===== config.mk =====
export PLATFORM = sky130hd
export DESIGN_NAME = lsu_flat
export DESIGN_NICKNAME = d
export VERILOG_FILES = /design/src/rtl/lsu_if.sv /design/src/rtl/lsu.sv /design/src/flat_wrapper.sv
export SDC_FILE = /design/constraint.sdc
export NUM_CORES = 1
export LEC_CHECK = 0
export BUFFER_PORTS_ARGS = -buffer_cell sky130_fd_sc_hd__buf_4
export CORE_MARGIN = 3
export CORE_UTILIZATION = 27
export DETAILED_ROUTE_END_ITERATION = 16
export PLACE_DENSITY = 0.48
export SKIP_CTS_REPAIR_TIMING = 1
export SLEW_MARGIN = 30
export SYNTH_ARGS = -nofsm -noshare
export SYNTH_HDL_FRONTEND = slang
export SYNTH_SLANG_ARGS = --single-unit

===== constraint.sdc =====
create_clock -name clk -period 3.3 [get_ports clk]
set_input_delay 0.165 -clock clk [delete_from_list [all_inputs] [get_ports clk]]
set_output_delay 0.165 -clock clk [all_outputs]
set_load 0.02 [all_outputs]

===== src/rtl/lsu_if.sv =====
// Pipeline/data-memory bundle for the load/store unit.
// slave = the LSU itself; master = pipeline plus memory environment.
interface lsu_if #(
  parameter int unsigned XLEN       = 32,
  parameter int unsigned ADDR_WIDTH = 8
) ();
  logic                  req_valid;
  logic                  req_ready;
  logic                  req_we;
  logic [2:0]            req_funct3;
  logic [XLEN-1:0]       req_addr;
  logic [XLEN-1:0]       req_wdata;
  logic                  resp_valid;
  logic [XLEN-1:0]       resp_rdata;
  logic                  resp_fault;
  logic                  mem_we;
  logic [XLEN/8-1:0]     mem_byteEnable;
  logic [ADDR_WIDTH-1:0] mem_address;
  logic [XLEN-1:0]       mem_wd;
  logic [XLEN-1:0]       mem_rd;

  modport slave (
    input  req_valid, req_we, req_funct3, req_addr, req_wdata, mem_rd,
    output req_ready, resp_valid, resp_rdata, resp_fault,
           mem_we, mem_byteEnable, mem_address, mem_wd
  );

  modport master (
    output req_valid, req_we, req_funct3, req_addr, req_wdata, mem_rd,
    input  req_ready, resp_valid, resp_rdata, resp_fault,
           mem_we, mem_byteEnable, mem_address, mem_wd
  );
endinterface


===== src/rtl/lsu.sv =====
// MEM-stage load/store unit driving a synchronous-read data memory.
// Define LSU_MISALIGNED_EN to split word-crossing accesses; otherwise misaligned H/W fault.
module lsu #(
  parameter int unsigned XLEN       = 32,
  parameter int unsigned ADDR_WIDTH = 8
) (
  input  logic clk,
  input  logic reset,
  lsu_if.slave bus
);
  localparam int unsigned NLANE = XLEN / 8;
  localparam int unsigned AW2   = ADDR_WIDTH + 2;

  typedef enum logic [1:0] {
    S_IDLE    = 2'd0,
    S_LD_WAIT = 2'd1
`ifdef LSU_MISALIGNED_EN
    ,
    S_LD_HI   = 2'd2,
    S_ST_HI   = 2'd3
`endif
  } state_t;

  state_t          r_state;
  logic [AW2-1:0]  r_addr;
  logic [2:0]      r_funct3;
  logic [XLEN-1:0] r_wdata;
  logic            r_resp_valid;
  logic [XLEN-1:0] r_resp_rdata;
  logic            r_resp_fault;
`ifdef LSU_MISALIGNED_EN
  logic [XLEN-1:0] r_lo;
`endif

  logic [AW2-1:0]        w_addr;
  logic [2:0]            w_funct3;
  logic [XLEN-1:0]       w_wdata;
  logic [1:0]            w_off;
  logic [ADDR_WIDTH-1:0] w_word_a;
  logic [ADDR_WIDTH-1:0] w_word_b;
  logic [2:0]            w_size;
  logic                  w_split;
  logic                  w_fault;
  logic [2*NLANE-1:0]    w_mask_base;
  logic [2*NLANE-1:0]    w_mask_wide;
  logic [2*XLEN-1:0]     w_data_wide;
  logic                  w_unused;

  // In IDLE the live request is decoded; afterwards the latched copy is.
  assign w_addr   = (r_state == S_IDLE) ? bus.req_addr[AW2-1:0] : r_addr;
  assign w_funct3 = (r_state == S_IDLE) ? bus.req_funct3        : r_funct3;
  assign w_wdata  = (r_state == S_IDLE) ? bus.req_wdata         : r_wdata;

  assign w_off    = w_addr[1:0];
  assign w_word_a = w_addr[AW2-1:2];
  assign w_word_b = w_word_a + ADDR_WIDTH'(1);

  always_comb begin
    w_size      = 3'd4;
    w_mask_base = (2*NLANE)'({NLANE{1'b1}});
    case (w_funct3[1:0])
      2'b00: begin
        w_size      = 3'd1;
        w_mask_base = (2*NLANE)'(1);
      end
      2'b01: begin
        w_size      = 3'd2;
        w_mask_base = (2*NLANE)'(3);
      end
      default: ;
    endcase
  end

  assign w_mask_wide = w_mask_base << w_off;
  assign w_data_wide = {{XLEN{1'b0}}, w_wdata} << {w_off, 3'b000};

`ifdef LSU_MISALIGNED_EN
  logic [3:0] w_reach;
  assign w_reach = 4'(w_off) + 4'(w_size);
  assign w_split = (w_reach > 4'd4);
  assign w_fault = (w_funct3 == 3'b011) || (w_funct3 == 3'b110) || (w_funct3 == 3'b111)
                 || (bus.req_we && w_funct3[2]);
  assign w_unused = ^{bus.req_addr[XLEN-1:AW2]};
`else
  assign w_split = 1'b0;
  assign w_fault = (w_funct3 == 3'b011) || (w_funct3 == 3'b110) || (w_funct3 == 3'b111)
                 || (bus.req_we && w_funct3[2])
                 || ((w_funct3[1:0] == 2'b01) && w_off[0])
                 || ((w_funct3[1:0] == 2'b10) && (w_off != 2'b00));
  assign w_unused = ^{bus.req_addr[XLEN-1:AW2], w_mask_wide[2*NLANE-1:NLANE],
                      w_data_wide[2*XLEN-1:XLEN], w_size};
`endif

  // Shift the two-word window down to the addressed byte, then extend.
  function automatic logic [XLEN-1:0] f_format(input logic [2*XLEN-1:0] raw,
                                               input logic [1:0]        off,
                                               input logic [2:0]        f3);
    logic [2*XLEN-1:0] sh;
    sh = raw >> {off, 3'b000};
    case (f3[1:0])
      2'b00:   f_format = f3[2] ? XLEN'(sh[7:0])  : {{(XLEN-8){sh[7]}},  sh[7:0]};
      2'b01:   f_format = f3[2] ? XLEN'(sh[15:0]) : {{(XLEN-16){sh[15]}}, sh[15:0]};
      default: f_format = sh[XLEN-1:0];
    endcase
  endfunction

  // Memory port: combinational from the request and the current state.
  always_comb begin
    bus.mem_we         = 1'b0;
    bus.mem_byteEnable = '0;
    bus.mem_address    = w_word_a;
    bus.mem_wd         = '0;
    case (r_state)
      S_IDLE: begin
        if (bus.req_valid && bus.req_we && !w_fault) begin
          bus.mem_we         = 1'b1;
          bus.mem_byteEnable = w_mask_wide[NLANE-1:0];
          bus.mem_wd         = w_data_wide[XLEN-1:0];
        end
      end
      S_LD_WAIT: begin
        if (w_split) bus.mem_address = w_word_b;
      end
`ifdef LSU_MISALIGNED_EN
      S_ST_HI: begin
        bus.mem_we         = 1'b1;
        bus.mem_byteEnable = w_mask_wide[2*NLANE-1:NLANE];
        bus.mem_address    = w_word_b;
        bus.mem_wd         = w_data_wide[2*XLEN-1:XLEN];
      end
`endif
      default: ;
    endcase
    if (reset) begin
      bus.mem_we         = 1'b0;
      bus.mem_byteEnable = '0;
    end
  end

  // Control FSM with registered completion.
  always_ff @(posedge clk) begin
    if (reset) begin
      r_state      <= S_IDLE;
      r_addr       <= '0;
      r_funct3     <= '0;
      r_wdata      <= '0;
      r_resp_valid <= 1'b0;
      r_resp_rdata <= '0;
      r_resp_fault <= 1'b0;
`ifdef LSU_MISALIGNED_EN
      r_lo         <= '0;
`endif
    end else begin
      r_resp_valid <= 1'b0;
      r_resp_rdata <= '0;
      r_resp_fault <= 1'b0;
      case (r_state)
        S_IDLE: begin
          if (bus.req_valid) begin
            r_addr   <= bus.req_addr[AW2-1:0];
            r_funct3 <= bus.req_funct3;
            r_wdata  <= bus.req_wdata;
            if (w_fault) begin
              r_resp_valid <= 1'b1;
              r_resp_fault <= 1'b1;
            end else if (bus.req_we) begin
`ifdef LSU_MISALIGNED_EN
              if (w_split) r_state <= S_ST_HI;
              else         r_resp_valid <= 1'b1;
`else
              r_resp_valid <= 1'b1;
`endif
            end else begin
              r_state <= S_LD_WAIT;
            end
          end
        end
        S_LD_WAIT: begin
`ifdef LSU_MISALIGNED_EN
          if (w_split) begin
            r_lo    <= bus.mem_rd;
            r_state <= S_LD_HI;
          end else begin
            r_resp_valid <= 1'b1;
            r_resp_rdata <= f_format({{XLEN{1'b0}}, bus.mem_rd}, w_off, w_funct3);
            r_state      <= S_IDLE;
          end
`else
          r_resp_valid <= 1'b1;
          r_resp_rdata <= f_format({{XLEN{1'b0}}, bus.mem_rd}, w_off, w_funct3);
          r_state      <= S_IDLE;
`endif
        end
`ifdef LSU_MISALIGNED_EN
        S_LD_HI: begin
          r_resp_valid <= 1'b1;
          r_resp_rdata <= f_format({bus.mem_rd, r_lo}, w_off, w_funct3);
          r_state      <= S_IDLE;
        end
        S_ST_HI: begin
          r_resp_valid <= 1'b1;
          r_state      <= S_IDLE;
        end
`endif
        default: r_state <= S_IDLE;
      endcase
    end
  end

  assign bus.req_ready  = (r_state == S_IDLE);
  assign bus.resp_valid = r_resp_valid;
  assign bus.resp_rdata = r_resp_rdata;
  assign bus.resp_fault = r_resp_fault;

endmodule


===== src/flat_wrapper.sv =====
// flat-port wrapper written by rule: the top's interface ports become plain ports
module lsu_flat 
#(
  parameter int unsigned XLEN       = 32,
  parameter int unsigned ADDR_WIDTH = 8
)
  (clk, reset, bus_req_valid, bus_req_we, bus_req_funct3, bus_req_addr, bus_req_wdata, bus_mem_rd, bus_req_ready, bus_resp_valid, bus_resp_rdata, bus_resp_fault, bus_mem_we, bus_mem_byteEnable, bus_mem_address, bus_mem_wd);
  lsu_if #(.XLEN(XLEN), .ADDR_WIDTH(ADDR_WIDTH)) bus_i ();
  input  logic clk;
  input  logic reset;
  input wire logic [$bits(bus_i.req_valid)-1:0] bus_req_valid;
  input wire logic [$bits(bus_i.req_we)-1:0] bus_req_we;
  input wire logic [$bits(bus_i.req_funct3)-1:0] bus_req_funct3;
  input wire logic [$bits(bus_i.req_addr)-1:0] bus_req_addr;
  input wire logic [$bits(bus_i.req_wdata)-1:0] bus_req_wdata;
  input wire logic [$bits(bus_i.mem_rd)-1:0] bus_mem_rd;
  output wire logic [$bits(bus_i.req_ready)-1:0] bus_req_ready;
  output wire logic [$bits(bus_i.resp_valid)-1:0] bus_resp_valid;
  output wire logic [$bits(bus_i.resp_rdata)-1:0] bus_resp_rdata;
  output wire logic [$bits(bus_i.resp_fault)-1:0] bus_resp_fault;
  output wire logic [$bits(bus_i.mem_we)-1:0] bus_mem_we;
  output wire logic [$bits(bus_i.mem_byteEnable)-1:0] bus_mem_byteEnable;
  output wire logic [$bits(bus_i.mem_address)-1:0] bus_mem_address;
  output wire logic [$bits(bus_i.mem_wd)-1:0] bus_mem_wd;
  assign bus_i.req_valid = bus_req_valid;
  assign bus_i.req_we = bus_req_we;
  assign bus_i.req_funct3 = bus_req_funct3;
  assign bus_i.req_addr = bus_req_addr;
  assign bus_i.req_wdata = bus_req_wdata;
  assign bus_i.mem_rd = bus_mem_rd;
  assign bus_req_ready = bus_i.req_ready;
  assign bus_resp_valid = bus_i.resp_valid;
  assign bus_resp_rdata = bus_i.resp_rdata;
  assign bus_resp_fault = bus_i.resp_fault;
  assign bus_mem_we = bus_i.mem_we;
  assign bus_mem_byteEnable = bus_i.mem_byteEnable;
  assign bus_mem_address = bus_i.mem_address;
  assign bus_mem_wd = bus_i.mem_wd;
  lsu #(.XLEN(XLEN), .ADDR_WIDTH(ADDR_WIDTH)) u_core (.clk(clk), .reset(reset), .bus(bus_i));
endmodule

==> results of run 1 <==
cells by family (layout without fill, tap and decap cells):
family	after synthesis	in the layout	synth area share (%)
buffers and inverters	46	187	5.39
muxes	68	68	16.7
and+or+nand+nor	208	208	21.3
AOI/OAI and AO/OA	140	140	20.3
DFF	80	80	36.3
state kept, by name (all words and copies together), names as in the netlist:
register and count:
u_core.bus.resp_rdata 32, u_core.r_wdata 32, u_core.bus.resp_fault 1, u_core.bus.resp_valid 1
u_core.r_funct3 3, u_core.r_addr 10, u_core.r_state 1
power by group through the flow:
stage	Combinational, mW	Clock (mW)	Sequential [mW]
final	0.480	1.05	1.03
after global routing	0.526	1.12	1.03
after CTS	0.483	1.09	1.03
after detailed placement	0.481	0	1.05
after global placement	0.476	0	1.05
after floorplan	0.290	0	1.05
critical path, cell delays in order, from the launching register on:
cell	delay (ps)
dfxtp_4	640
mux2_4	540
o21ai_4	300
nand2_1	320
a211oi_1	320
buf_4	200
per-layer routing:
metal | global-route usage [%] | part of all wire, % | routed length, µm
met1 | 21.8 | 45 | 7080
met3 | 4.58 | 7.7 | 1220
met4 | 7.71 | 2.8 | 440
met5 | 0 | 0 | 0
met2 | 27.1 | 45 | 7060
area by class of cell:
| cell class | count | area (µm²) |
|---|---|---|
| fillers | 1659 | 9890 |
| multi-input cells | 416 | 2590 |
| flip-flops and latches | 80 | 1610 |
| repair buffers | 168 | 1260 |
| well taps | 216 | 270 |
| clock buffers | 11 | 253 |
| clock inverters | 5 | 63.8 |
| inverters | 3 | 11.3 |
worst paths after layout:
| kind | depth (start not counted) | endpoint | slack, ps | startpoint |
|---|---|---|---|---|
| worst min register to register | 2 | u_core.r_wdata[20] | 460 | u_core.r_wdata[20] |
| worst min-delay path | 3 | u_core.bus.resp_rdata[28] | 70 | bus_mem_rd[28] |
| worst max register to register | 5 | u_core.bus.resp_rdata[10] | 780 | u_core.r_state[0] |
| worst max-delay path | 5 | bus_mem_wd[14] | 460 | u_core.r_state[0] |
metrics by stage:
stage                     power [mW]  utilization [%]
after floorplan                 1.34                -
after global placement          1.52             36.0
after detailed placement        1.53             36.0
after CTS                       2.60             38.0
after global routing            2.67             38.0
final                           2.56             38.0
placed cells by master (no fill, tap or decap), drive strengths merged, types with 2 or more instances in the layout:
cell	count
nor2b	18
nor2	50
a211oi	25
clkinv	2
dfxtp	80
a2111oi	2
mux2	25
o21a	2
nor4b	2
inv	4
o21ai	8
clkbuf	11
a22oi	8
o211ai	10
nor3	4
buf	168
nand2b	4
nand2	114
nand3	8
a21oi	72
mux2i	43
a2bb2oi	7
nand4b	2
and2	3
==> results.sh, run 1 <==
export IMPL_outcome="complete, no violations"
export IMPL_grt_max_degree=51
export IMPL_cts_buffer_depth=2
export IMPL_worst_slack_ps=457
export IMPL_antenna_found_initial=0
export IMPL_period_minus_slack_ps=2840
export IMPL_placed_area_mm2=0.00574
export IMPL_routabilityCongestion=0.858
export IMPL_fmax_mhz=352
export IMPL_nets=781
export IMPL_min_path_type="in -> reg"
export IMPL_slew_headroom_pct=49.4
export IMPL_synth_top_area_share_pct=36.3
export IMPL_pwr_share_comb_pct=18.8
export IMPL_worst_hold_slack_ps=67.5
export IMPL_viasPerCell=4.93
export IMPL_ys_warn_count=0
export IMPL_final_setup_skew_ps=6.37
export IMPL_synth_main_ff_cell="dfxtp_1"
export IMPL_dp_slack_ps=793
export IMPL_power_density_mw_per_mm2=423
export IMPL_yosysTopAreaCell="dfxtp_1"
export IMPL_gr_total_overflow=0
export IMPL_drt_iter0_markers=260
export IMPL_crit_arrival_ps=2680
export IMPL_port_buffers=160
export IMPL_cts_made_buffers=9
export IMPL_p_seq_share_pct=40.2
export IMPL_cp_required_ps=3130
export IMPL_cts_tree="built"
export IMPL_die_area_mm2=0.0179
export IMPL_swShare_pct=27.7
export IMPL_clock_power_share_pct=41.1
export IMPL_vias=4430
export IMPL_start_kind="register"
export IMPL_root_buffer="clkbuf_16"
export IMPL_insertion_delay_ps=340
export IMPL_dieWidth_um=134
export IMPL_rows=46
export IMPL_netlist_instances=542
export IMPL_synthArstFlopShare_pct=0
export IMPL_finalHoldViolCount=0
export IMPL_power_switching_mw=0.709
export IMPL_grt_usage_pct=17.1
export IMPL_first_pass_iters=4
export IMPL_crit_type="reg -> out"
export IMPL_wire_per_inst_um=17.6
export IMPL_placed_cells=883
export IMPL_path_max_fanout=44
export IMPL_ioPinCount=183
export IMPL_avgSynthCellArea_um2=8.14
export IMPL_setup_violations=0
export IMPL_synth_area_mm2=0.00441
export IMPL_synth_seq_cells=80
export IMPL_first_global_vias=4445
export IMPL_clk_pin_slew_ps=60
export IMPL_min_period_over_period_pct=86.1
export IMPL_drtAntennaViolNets=0
export IMPL_syn2layout_area_growth_pct=37.3
export IMPL_peakVddDrop_v=0.000224
export IMPL_p_leak_nw=2.59
export IMPL_grt_pass1_wl_um=24100
export IMPL_end_kind="output port"
export IMPL_synth_cell_types=44
export IMPL_rsz0062_at_grt="no"
export IMPL_wirelength_um=15800
export IMPL_dpl_hpwl_um=11300
export IMPL_instances_no_fill=899
export IMPL_drive_above_1_share_pct=32.7
export IMPL_maxCapViolations=0
export IMPL_core_area_mm2=0.0159
export IMPL_setup_total_negative_slack_ps=0
export IMPL_start_util_pct=27.7
export IMPL_internal_power_mw=1.85
export IMPL_n_antenna_cell=0
export IMPL_worstMarginPinSlew_ps=744
export IMPL_seq_area_frac_synth_pct=36.3
export IMPL_design_area_mm2=0.00605
export IMPL_synth_edf_count=0
export IMPL_numClockSinks=80
export IMPL_synthesis_nets=645
export IMPL_yosys_top_cells_area="dfxtp_1 36%, nand2_1 9.6%, mux2i_1 9.1%, a21oi_1 8.2%, mux2_2 5.9%"
export IMPL_cts_htree_levels=3
export IMPL_drv_slew=0
export IMPL_drc=0
export IMPL_yosys_top_cells_count="113 x nand2_1, 80 x dfxtp_1, 72 x a21oi_1"
export IMPL_synth_most_common_cell="nand2_1"
export IMPL_fp_dieH_um=134
No activity file was read; power rests on OpenSTA's default activity.
==> run 2, diff against run 1 <==
Settings changed: CORE_ASPECT_RATIO set to 0.7.
==> run 2 against run 1 <==
Combinational power increased by 2%; flip-flop and latch count unchanged; total power up 3.6%; maximum frequency is 0.78% lower; count of clock-buffer cells in the layout shrank 1; routed wire length is 0.60% higher; largest cell class unchanged; cell count grew 0.33%; worst setup slack worse by 22 ps; non-clock buffer count is the same; critical endpoint is now bus_mem_wd[15]; core utilization is 0.56 points higher; sequential power barely moved.
==> results.sh, run 2 (synthesized netlist as in run 1, its figures left out) <==
export IMPL_outcome="complete, no violations"
export IMPL_min_path_type="in -> reg"
export IMPL_cts_made_buffers=9
export IMPL_grt_pass1_wl_um=24600
export IMPL_grt_max_degree=51
export IMPL_placed_area_mm2=0.00573
export IMPL_drc=0
export IMPL_routabilityCongestion=0.845
export IMPL_p_leak_nw=2.60
export IMPL_drt_iter0_markers=282
export IMPL_dpl_hpwl_um=11800
export IMPL_gr_total_overflow=0
export IMPL_n_antenna_cell=0
export IMPL_setup_total_negative_slack_ps=0
export IMPL_crit_type="reg -> out"
export IMPL_port_buffers=160
export IMPL_power_density_mw_per_mm2=437
export IMPL_dp_slack_ps=742
export IMPL_antenna_found_initial=0
export IMPL_rsz0062_at_grt="no"
export IMPL_cts_htree_levels=3
export IMPL_crit_arrival_ps=2700
export IMPL_rows=38
export IMPL_drive_above_1_share_pct=32.3
export IMPL_cts_tree="built"
export IMPL_final_setup_skew_ps=6.96
export IMPL_fp_dieH_um=113
export IMPL_drtAntennaViolNets=0
export IMPL_min_period_over_period_pct=86.8
export IMPL_syn2layout_area_growth_pct=37.5
export IMPL_ff2ff_setup_slack_ps=740
export IMPL_viasPerCell=4.86
export IMPL_cts_buffer_depth=2
export IMPL_core_area_mm2=0.0157
export IMPL_start_kind="register"
export IMPL_mostFrequentLayoutCell="buf_4"
export IMPL_numClockSinks=80
export IMPL_power_mw=2.65
export IMPL_path_max_fanout=19
export IMPL_peakVddDrop_v=0.000225
export IMPL_wirelength_um=15900
export IMPL_nets=781
export IMPL_worstMarginPinSlew_ps=609
export IMPL_die_area_mm2=0.0179
export IMPL_ioPinCount=183
export IMPL_end_kind="output port"
export IMPL_grt_usage_pct=17.4
export IMPL_period_minus_slack_ps=2860
export IMPL_first_pass_iters=4
export IMPL_maxCapViolations=0
export IMPL_dieWidth_um=159
export IMPL_setup_violations=0
export IMPL_start_util_pct=28.0
export IMPL_design_area_mm2=0.00606
export IMPL_worst_slack_ps=435
export IMPL_wire_per_inst_um=17.6
export IMPL_vias=4382
export IMPL_finalHoldViolCount=0
export IMPL_insertion_delay_ps=330
export IMPL_worst_hold_slack_ps=64.8
export IMPL_cp_required_ps=3130
export IMPL_root_buffer="clkbuf_16"
export IMPL_first_global_vias=4337
export IMPL_clk_pin_slew_ps=60
export IMPL_layout_common_cells="168 x buf_4, 113 x nand2_1, 79 x dfxtp_1"
export IMPL_drv_slew=0
export IMPL_slew_headroom_pct=59.3
export IMPL_fmax_mhz=349
export IMPL_nFillCells=1659
run 2: changes by cell type in the layout (fill, tap and decap cells not counted), sizes merged:
cell and delta:
inv -1, clkbuf -1, clkinv -1, bufinv +2
run 2: layout make-up:
cell class	instances	area, µm²	area share (%)
multi-input combinational	416	2580	42.5
inverter	3	11.3	0.186
clock buffer	10	229	3.78
sequential	80	1600	26.4
tap	220	275	4.54
clock inverter	5	106	1.75
timing repair buffer	168	1260	20.8
run 2: final timing paths:
| path | startpoint | endpoint | cells past startpoint |
|---|---|---|---|
| worst max register to register | u_core.r_state[0] | u_core.bus.resp_rdata[16] | 5 |
| worst max-delay path | u_core.r_state[0] | bus_mem_wd[15] | 6 |
| worst min-delay path | bus_mem_rd[27] | u_core.bus.resp_rdata[27] | 3 |
| worst min register to register | u_core.r_wdata[15] | u_core.r_wdata[15] | 2 |
run 2: worst max-delay path, stage by stage (launching register included):
cell and delay (ps):
dfxtp_2 670, mux2i_4 490, a21oi_1 190, o21ai_4 230, nand2_1 280, a211oi_1 300, buf_4 200
run 2: routing by layer:
layer	routed length, µm	up-vias	track usage [%]
li1	-	2162	-
met1	7950	2079	25.1
met2	6930	131	26.7
met3	863	10	3.37
met4	147	0	4.55
met5	0	-	0
run 2: report_power, final:
group,internal (mW),switching (mW),total [mW]
registers,1.00,0.0231,1.03
clock network,0.737,0.398,1.13
logic,0.214,0.276,0.490
run 2: per-stage QoR:
| stage | instances | util [%] |
|---|---|---|
| floorplan | 542 | - |
| global placement | 887 | 36.4 |
| detailed placement | 887 | 36.4 |
| CTS | 902 | 38.5 |
| global route | 902 | 38.5 |
| finish | 902 | 38.5 |
==> run 3, diff against run 2 <==
Settings changed: ABC_AREA set to 1, PLACE_DENSITY 0.48 to 0.47.
==> run 3 against run 2 <==
Critical endpoint is now bus_mem_wd[6]; design area grew 4.2%; routed wire length grew 10%; sequential share of layout area shrank 1.1 points; global-route usage grew 0.87 points; count of clock-buffer cells in the layout is the same; core utilization shrank 0.66 points; largest power group unchanged; total power grew 4.9%; cell count grew 20%; non-clock buffer count grew 4.
==> results.sh, run 3 <==
export IMPL_cts_htree_levels=3
export IMPL_antenna_found_initial=2
export IMPL_end_kind="output port"
export IMPL_maxCapViolations=0
export IMPL_cts_made_buffers=9
export IMPL_nets=956
export IMPL_netlist_instances=723
export IMPL_nFillCells=1882
export IMPL_power_switching_mw=0.811
export IMPL_drtAntennaViolNets=0
export IMPL_viasPerCell=4.62
export IMPL_internal_power_mw=1.97
export IMPL_first_global_vias=4657
export IMPL_yosys_top_cells_area="dfxtp_1 34%, nand2_1 18%, nor2_1 8.0%, o21ai_0 7.9%, a21oi_1 3.8%"
export IMPL_p_seq_share_pct=37.1
export IMPL_swShare_pct=29.2
export IMPL_finalHoldViolCount=0
export IMPL_port_buffers=160
export IMPL_crit_arrival_ps=2630
export IMPL_period_minus_slack_ps=2800
export IMPL_p_leak_nw=3.22
export IMPL_dieWidth_um=164
export IMPL_gr_total_overflow=0
export IMPL_root_buffer="clkbuf_16"
export IMPL_dp_slack_ps=806
export IMPL_ys_warn_count=0
export IMPL_cts_tree="built"
export IMPL_drive_above_1_share_pct=28.1
export IMPL_start_util_pct=28.2
export IMPL_final_setup_skew_ps=5.47
export IMPL_synth_area_mm2=0.00471
export IMPL_yosysTopAreaCell="dfxtp_1"
export IMPL_clock_power_share_pct=42.7
export IMPL_path_max_fanout=41
export IMPL_cts_buffer_depth=2
export IMPL_synth_top_area_share_pct=34.0
export IMPL_vias=5001
export IMPL_seq_area_frac_synth_pct=34.0
export IMPL_synth_seq_cells=80
export IMPL_clk_pin_slew_ps=70
export IMPL_avgSynthCellArea_um2=6.52
export IMPL_die_area_mm2=0.0191
export IMPL_dpl_hpwl_um=12600
export IMPL_slew_headroom_pct=52.9
export IMPL_synth_most_common_cell="nand2_1"
export IMPL_worstMarginPinSlew_ps=703
export IMPL_cpPeakStageDelay_ps=470
export IMPL_syn2layout_area_growth_pct=34.2
export IMPL_setup_total_negative_slack_ps=0
export IMPL_start_kind="register"
export IMPL_utilization_pct=37.9
export IMPL_numClockSinks=80
export IMPL_mostFrequentLayoutCell="nand2_1"
export IMPL_cp_slowest_cell="buf_4"
export IMPL_grt_usage_pct=18.3
export IMPL_synthArstFlopShare_pct=0
export IMPL_core_area_mm2=0.0167
export IMPL_fp_dieH_um=117
export IMPL_instances_no_fill=1083
export IMPL_power_mw=2.78
export IMPL_routabilityCongestion=0.785
export IMPL_crit_type="reg -> out"
export IMPL_rsz0062_at_grt="no"
export IMPL_wire_per_inst_um=16.2
export IMPL_synthesis_nets=826
export IMPL_min_period_over_period_pct=84.8
export IMPL_design_area_mm2=0.00632
export IMPL_layout_common_cells="226 x nand2_1, 172 x buf_4, 101 x nor2_1"
export IMPL_insertion_delay_ps=340
export IMPL_drv_slew=0
export IMPL_placed_cells=1067
export IMPL_wirelength_um=17500
export IMPL_grt_max_degree=46
export IMPL_power_density_mw_per_mm2=440
export IMPL_drt_iter0_markers=433
export IMPL_n_antenna_cell=0
export IMPL_worst_hold_slack_ps=42.0
export IMPL_synth_main_ff_cell="dfxtp_1"
export IMPL_peakVddDrop_v=0.000235
export IMPL_placed_area_mm2=0.00597
export IMPL_critPathMostFrequentCell="buf_4"
export IMPL_fmax_mhz=357
export IMPL_pwr_share_comb_pct=20.2
export IMPL_setup_violations=0
export IMPL_crit_chain="buf_4, nand2_4, o21ai_4, nand2_1, nand2_2, nand4_4, buf_4, nor3_2, buf_4"
export IMPL_cp_required_ps=3130
export IMPL_ioPinCount=183
export IMPL_rows=39
export IMPL_min_path_type="in -> reg"
export IMPL_drc=0
export IMPL_grt_pass1_wl_um=27200
export IMPL_worst_slack_ps=503
export IMPL_first_pass_iters=5
export IMPL_outcome="complete, no violations"
export IMPL_synth_edf_count=0
export IMPL_yosys_top_cells_count="226 x nand2_1, 101 x nor2_1, 80 x dfxtp_1"
export IMPL_synth_cell_types=31
-- run 3: final timing paths --
kind	startpoint	end	slack [ps]	cells after the start
setup / recovery	u_core.r_state[0]	bus_mem_wd[6]	500	9
hold / removal	bus_req_we	u_core.r_state[0]	40	2
setup reg to reg	u_core.r_state[0]	u_core.bus.resp_rdata[12]	830	5
hold reg to reg	u_core.r_wdata[17]	u_core.r_wdata[17]	470	2
-- run 3: final cells by class --
type	instances	area, µm²	area share [%]
multi-input cells	550	2650	41.9
flip-flops and latches	80	1600	25.4
repair buffers	172	1290	20.4
well taps	225	282	4.45
clock buffers	10	229	3.62
inverters	40	150	2.38
clock inverters	6	116	1.84
-- run 3: worst max-delay path: cells and delay by family (launching register included) --
family	cells	cell delay [ps]
buffers and inverters	3	970
AND/OR/NAND/NOR	5	730
flip-flops	1	430
AO/OA/AOI/OAI	1	150
-- run 3: logic make-up after synthesis --
family                 after synthesis  share of synthesized area (%)
AO/OA/AOI/OAI                      136                           15.8
buffers and inverters               93                           9.77
multiplexers                         2                          0.425
flip-flops                          80                           34.0
AND/OR/NAND/NOR                    412                           40.0
-- run 3: power by group through the flow --
stage,logic [mW],registers (mW),clock network (mW)
floorplan,0.356,1.06,0
global placement,0.564,1.05,0
detailed placement,0.564,1.05,0
CTS,0.566,1.03,1.22
global route,0.629,1.04,1.27
finish,0.561,1.03,1.19
-- run 3: routing by layer --
| metal | GRT usage (%) | share of wire, % |
|---|---|---|
| met1 | 29.4 | 54 |
| met2 | 24.4 | 39 |
| met3 | 4.50 | 5.6 |
| met4 | 2.54 | 0.57 |
| met5 | 0 | 0.23 |
